**src/rtl/vending_pkg.sv**
```systemverilog
// Shared types and defaults for the vending-machine controller.
//   state_e             : controller state encoding (REFUND always encoded)
//   DISP_CYCLES_DEFAULT : default dispense pulse length in clock cycles
package vending_pkg;

    typedef enum logic [2:0] {
        CLR    = 3'd0,
        WAIT   = 3'd1,
        ADD    = 3'd2,
        DISP   = 3'd3,
        REFUND = 3'd4
    } state_e;

    localparam int DISP_CYCLES_DEFAULT = 4;

endpackage

```
**src/rtl/vending_ctrl_if.sv**
```systemverilog
// Board/datapath signal bundle of the vending controller.
//   coin_i     : coin-present level (asynchronous to the clock)
//   tot_lt_s_i : datapath flag, total < price
//   tot_ld_o   : datapath load strobe (total <= total + a)
//   tot_clr_o  : datapath clear strobe (total <= 0)
//   disp_o     : dispense actuator
//   busy_o     : controller not accepting coins
//   refund_o   : one-cycle refund pulse
// slave  = controller side, master = board/datapath side.
interface vending_ctrl_if;

    logic coin_i;
    logic tot_lt_s_i;
    logic tot_ld_o;
    logic tot_clr_o;
    logic disp_o;
    logic busy_o;
    logic refund_o;

    modport slave (
        input  coin_i, tot_lt_s_i,
        output tot_ld_o, tot_clr_o, disp_o, busy_o, refund_o
    );

    modport master (
        output coin_i, tot_lt_s_i,
        input  tot_ld_o, tot_clr_o, disp_o, busy_o, refund_o
    );

endinterface

```
**src/rtl/vending_ctrl_coin_sync.sv**
```systemverilog
// coin_sync: two-flop synchronizer followed by a rising-edge detector.
// Usable for any slow asynchronous board input (coin sensor, buttons).
//   clk_i   : clock
//   rst_ni  : asynchronous active-low reset (all flops cleared)
//   async_i : asynchronous level input
//   pulse_o : one-cycle pulse, two cycles after async_i rises
module coin_sync (
    input  logic clk_i,
    input  logic rst_ni,
    input  logic async_i,
    output logic pulse_o
);

    logic meta_q, sync_q, prev_q;

    always_ff @(posedge clk_i or negedge rst_ni) begin
        if (!rst_ni) begin
            meta_q <= 1'b0;
            sync_q <= 1'b0;
            prev_q <= 1'b0;
        end else begin
            meta_q <= async_i;
            sync_q <= meta_q;
            prev_q <= sync_q;
        end
    end

    // A held level yields a single pulse.
    assign pulse_o = sync_q & ~prev_q;

endmodule

```
**src/rtl/vending_ctrl.sv**
```systemverilog
// vending_ctrl: Moore controller sequencing the vending datapath.
//   clk_i, rst_ni : clock, asynchronous active-low reset (state -> CLR)
//   io (slave)    : coin input, datapath compare flag, datapath strobes,
//                   dispense / busy / refund outputs
// Optional build macro VEND_TIMEOUT_EN: refund the credit after
// TIMEOUT_CYCLES idle cycles in WAIT. Without it refund_o is tied low
// and WAIT waits indefinitely.
module vending_ctrl
    import vending_pkg::*;
#(
    parameter int DISP_CYCLES    = DISP_CYCLES_DEFAULT,
    parameter int CNT_W          = 24,
    parameter int TIMEOUT_CYCLES = 12000000
) (
    input  logic          clk_i,
    input  logic          rst_ni,
    vending_ctrl_if.slave io
);

    localparam logic [2:0] S_CLR    = CLR;
    localparam logic [2:0] S_WAIT   = WAIT;
    localparam logic [2:0] S_ADD    = ADD;
    localparam logic [2:0] S_DISP   = DISP;
    localparam logic [2:0] S_REFUND = REFUND;

    localparam logic [CNT_W-1:0] DISP_LAST = CNT_W'(DISP_CYCLES - 1);
    localparam logic [CNT_W-1:0] TO_LAST   = CNT_W'(TIMEOUT_CYCLES - 1);

    logic [2:0]       state, state_nxt;
    logic [CNT_W-1:0] cnt, cnt_nxt;
    logic             coin_evt;
    logic             credit;

    coin_sync u_coin_sync (
        .clk_i   (clk_i),
        .rst_ni  (rst_ni),
        .async_i (io.coin_i),
        .pulse_o (coin_evt)
    );

    // One counter serves both the dispense length (DISP) and the idle
    // timeout (WAIT); the two uses never overlap.
    always_comb begin
        state_nxt = state;
        cnt_nxt   = cnt;
        case (state)
            S_CLR: begin
                state_nxt = S_WAIT;
                cnt_nxt   = '0;
            end
            S_WAIT: begin
                if (coin_evt) begin
                    state_nxt = S_ADD;
                    cnt_nxt   = '0;
                end else if (!io.tot_lt_s_i) begin
                    state_nxt = S_DISP;
                    cnt_nxt   = DISP_LAST;
                end else if (credit) begin
                    if (cnt == TO_LAST) begin
                        state_nxt = S_REFUND;
                        cnt_nxt   = '0;
                    end else begin
                        cnt_nxt = cnt + CNT_W'(1);
                    end
                end
            end
            S_ADD: begin
                state_nxt = S_WAIT;
                cnt_nxt   = '0;
            end
            S_DISP: begin
                if (cnt == '0) state_nxt = S_CLR;
                else           cnt_nxt   = cnt - CNT_W'(1);
            end
            S_REFUND: state_nxt = S_CLR;
            default:  state_nxt = S_CLR;
        endcase
    end

    always_ff @(posedge clk_i or negedge rst_ni) begin
        if (!rst_ni) begin
            state <= S_CLR;
            cnt   <= '0;
        end else begin
            state <= state_nxt;
            cnt   <= cnt_nxt;
        end
    end

`ifdef VEND_TIMEOUT_EN
    // Credit marks "total is non-zero", so the idle timer only runs
    // when there is something to refund.
    always_ff @(posedge clk_i or negedge rst_ni) begin
        if (!rst_ni)              credit <= 1'b0;
        else if (state == S_ADD)  credit <= 1'b1;
        else if (state == S_CLR)  credit <= 1'b0;
    end
    assign io.refund_o = (state == S_REFUND);
`else
    assign credit      = 1'b0;
    assign io.refund_o = 1'b0;
`endif

    assign io.tot_clr_o = (state == S_CLR);
    assign io.tot_ld_o  = (state == S_ADD);
    assign io.disp_o    = (state == S_DISP);
    // Held low while in reset even though the reset state is CLR.
    assign io.busy_o    = rst_ni &
                          ((state == S_CLR) | (state == S_DISP) | (state == S_REFUND));

endmodule

```
**src/flat_wrapper.sv**
```systemverilog
// flat-port wrapper written by rule: the top's interface ports become plain ports
module vending_ctrl_flat import vending_pkg::*;
#(
    parameter int DISP_CYCLES    = DISP_CYCLES_DEFAULT,
    parameter int CNT_W          = 24,
    parameter int TIMEOUT_CYCLES = 12000000
)
  (clk_i, rst_ni, io_coin_i, io_tot_lt_s_i, io_tot_ld_o, io_tot_clr_o, io_disp_o, io_busy_o, io_refund_o);
  vending_ctrl_if io_i ();
  input  logic clk_i;
  input  logic rst_ni;
  input wire logic [$bits(io_i.coin_i)-1:0] io_coin_i;
  input wire logic [$bits(io_i.tot_lt_s_i)-1:0] io_tot_lt_s_i;
  output wire logic [$bits(io_i.tot_ld_o)-1:0] io_tot_ld_o;
  output wire logic [$bits(io_i.tot_clr_o)-1:0] io_tot_clr_o;
  output wire logic [$bits(io_i.disp_o)-1:0] io_disp_o;
  output wire logic [$bits(io_i.busy_o)-1:0] io_busy_o;
  output wire logic [$bits(io_i.refund_o)-1:0] io_refund_o;
  assign io_i.coin_i = io_coin_i;
  assign io_i.tot_lt_s_i = io_tot_lt_s_i;
  assign io_tot_ld_o = io_i.tot_ld_o;
  assign io_tot_clr_o = io_i.tot_clr_o;
  assign io_disp_o = io_i.disp_o;
  assign io_busy_o = io_i.busy_o;
  assign io_refund_o = io_i.refund_o;
  vending_ctrl #(.DISP_CYCLES(DISP_CYCLES), .CNT_W(CNT_W), .TIMEOUT_CYCLES(TIMEOUT_CYCLES)) u_core (.clk_i(clk_i), .rst_ni(rst_ni), .io(io_i));
endmodule
```
**config.mk**
```make
export PLATFORM = sky130hd
export DESIGN_NAME = vending_ctrl_flat
export DESIGN_NICKNAME = d
export VERILOG_FILES = /design/src/rtl/vending_pkg.sv /design/src/rtl/vending_ctrl_if.sv /design/src/rtl/vending_ctrl_coin_sync.sv /design/src/rtl/vending_ctrl.sv /design/src/flat_wrapper.sv
export SDC_FILE = /design/constraint.sdc
export NUM_CORES = 1
export LEC_CHECK = 0
export ABC_AREA = 1
export CAP_MARGIN = 30
export CORE_AREA = 4 4 82 84
export CTS_CLUSTER_DIAMETER = 100
export DETAILED_ROUTE_END_ITERATION = 16
export DIE_AREA = 0 0 86 88
export PLACE_DENSITY = 0.57
export SLEW_MARGIN = 15
export SYNTH_ARGS = -nofsm -noshare
export SYNTH_HDL_FRONTEND = slang
export SYNTH_SLANG_ARGS = --single-unit
```
**constraint.sdc**
```tcl
create_clock -name clk_i -period 3.6 [get_ports clk_i]
set_input_delay 0.36 -clock clk_i [delete_from_list [all_inputs] [get_ports clk_i]]
set_output_delay 0.36 -clock clk_i [all_outputs]
set_load 0.01 [all_outputs]
```
==> qor.yml <==
setup_tns_ps: 0
cts.sinks: 29
antenna_found_initial: 0
grt_usage_pct: 13.87
cts_tree: "built"
wl_um: 4744
n_antenna_cell: 0
period_needed_ps: 2446
synth_most_common_cell: "nand2_1"
cts_hold_buf: 0
post_cts_resized: 0
areaGrowthSynthToFinish_pct: 10.30
worst_pin_slew_ps: 544.4
rsz0062_at_grt: "false"
ys.flop_type: "dfrtp_1"
r2r_cells: 9
synth_nets: 295
ctsRootBufferMaster: "clkbuf_8"
critPathLaunch: "u_core.state[0]$_DFFE_PN0P_"
cts_max_path_buffers: 2
skew_ps: 7.923
grt_max_degree: 30
synth_common_cells: "nand2_1 (70), nor2_1 (45), dfrtp_1 (29)"
fin_crit_sh_pct: 67.93
io_pins: 9
layout-drive-gt1-share_pct: 14.04
htreeDepth: 2
status: "finished, final reports clean"
grt_pass1_wl_um: 8217
die_y_um: 88
finalMaxSlewViolations: 0
via_count: 1786
dpl_worst_slack_ps: 1273
relSlewSlack_pct: 63.67
syn-cell-area_um2: 2053
wire_per_inst_um: 12.93
hold_slack_ps: 349.4
place_congestion: 0.8029
clk_pin_slew_worst_paths_ps: 60
path_class: "register to output port"
die_w_um: 86
hpwl_um: 3418
yosysSeqAreaShare_pct: 35.34
core_area_um2: 5921
synthDistinctLibCells: 28
hold_depth: 0
portBuffers: 7
drt-initial-drc-count: 112
drt_first_pass_iters: 4
synth_edf_count: 0
drcViolationCount: 0
cts_buffers: 5
grt.overflow.total: 0
synthArstFlopShare_pct: 100.0
cp.arrival_ps: 2090
hold_path.startpoint: "u_core.u_coin_sync.meta_q$_DFF_PN0_"
synth_area_per_cell_um2: 7.255
cts_setup_buffers: 0
viasPerCell: 4.866
fmax_ghz: 0.4089
min_path_type: "register to register"
max-cap-violations: 0
clkLatencyLatePin_ps: 290
timing.rr.start: "u_core.state[1]$_DFFE_PN0P_"
synth_area_leader_cell: "dfrtp_1"
final_nets: 303
hold_violations: 0
grt_pass1_vias: 1668
ant_nets: 0
finalSetupViolCount: 0
worst_slack_ps: 1154
worstSetupEndpointType: "output port"
cp.required_ps: 3240
synth_top_area_share_pct: 35.34
synth_seq_cells: 29
synthTopCellsByArea: "dfrtp_1 (35%), nand2_1 (13%), nor2_1 (8.2%), nand4_1 (6.1%), nand3_1 (5.6%)"
cp_max_fo: 13
rows: 28
yosys_warnings: 0
dieArea_um2: 7568
syn_inst: 283
initial_core_util_pct: 34.68
worstSetupStartpointType: "register"
## cells by family after synthesis
logic type | count (synthesis) | synth area share [%]
flip-flops | 29 | 35.34
XOR/XNOR | 1 | 0.4266
adder cells (fa/ha/maj) | 8 | 4.875
other | 1 | 0.1826
buffers and inverters | 35 | 8.470
AND/OR/NAND/NOR | 177 | 40.22
AO/OA/AOI/OAI | 32 | 10.48
## worst max-delay path, stage by stage (launching register included)
cell	delay (ps)
dfrtp_1	440
ha_1	510
buf_4	290
clkdlybuf4s50_1	560
## metal layers
metal	global-route usage, %	vias up	share of wire [%]
li1	-	935	-
met1	19.30	812	51
met2	21.51	35	45
met3	3.293	4	3.4
met4	3.885	0	0.93
met5	0	-	0
## registers in the layout, indices dropped and copies added (netlist names)
register and count:
u_core.state 2, u_core.u_coin_sync.meta_q 1, u_core.u_coin_sync.sync_q 1, u_core.u_coin_sync.prev_q 1, u_core.cnt 24
## path summary, 6_finish.rpt
check / to / slack (ps)
min in group asynchronous: u_core.cnt[4]$_DFFE_PN0P_ / 580
max: io_disp_o / 1150
min reg2reg: u_core.u_coin_sync.sync_q$_DFF_PN0_ / 350
max in group asynchronous: u_core.cnt[11]$_DFFE_PN0P_ / 2730
min: u_core.u_coin_sync.sync_q$_DFF_PN0_ / 350
max reg2reg: u_core.cnt[23]$_DFFE_PN0P_ / 1270
## stage by stage
step	cell area, um2	std cells	utilization, %
floorplan	2053	283	-
global placement	2163	359	36.54
detailed placement	2163	359	36.54
CTS	2265	367	38.25
global route	2265	367	38.25
finish	2265	367	38.25
## placed cells by master (no fill, tap or decap)
cell and instances:
inv_1 24, nor2_1 45, conb_1 1, o21ai_1 2
dfrtp_1 29, nor2_2 7, nor2_4 3, a21oi_2 1
or2_2 5, nand2_1 70, a21oi_1 5, inv_2 2
a21o_1 7, nand3_1 23, clkbuf_8 7, xnor2_1 1
nand4_1 20, o21ai_0 8, nand3_2 1, buf_4 3
ha_1 8, o21ai_2 9, nand4_4 1, clkdlybuf4s50_1 7
nand2_2 1, nand3b_1 1, clkinv_2 1
## area by class of cell
| class | instances | area [um2] |
|---|---|---|
| fill | 616 | 3656 |
| clock buffer | 7 | 96.34 |
| tap | 75 | 93.84 |
| timing repair buffer | 10 | 92.59 |
| clock inverter | 1 | 5.005 |
| sequential | 29 | 725.7 |
| inverter | 26 | 97.59 |
| multi-input combinational | 219 | 1154 |
Power is left out: the tool's default activity adds up to more than one toggle a clock period on the data nets, which glitch-free logic cannot reach.
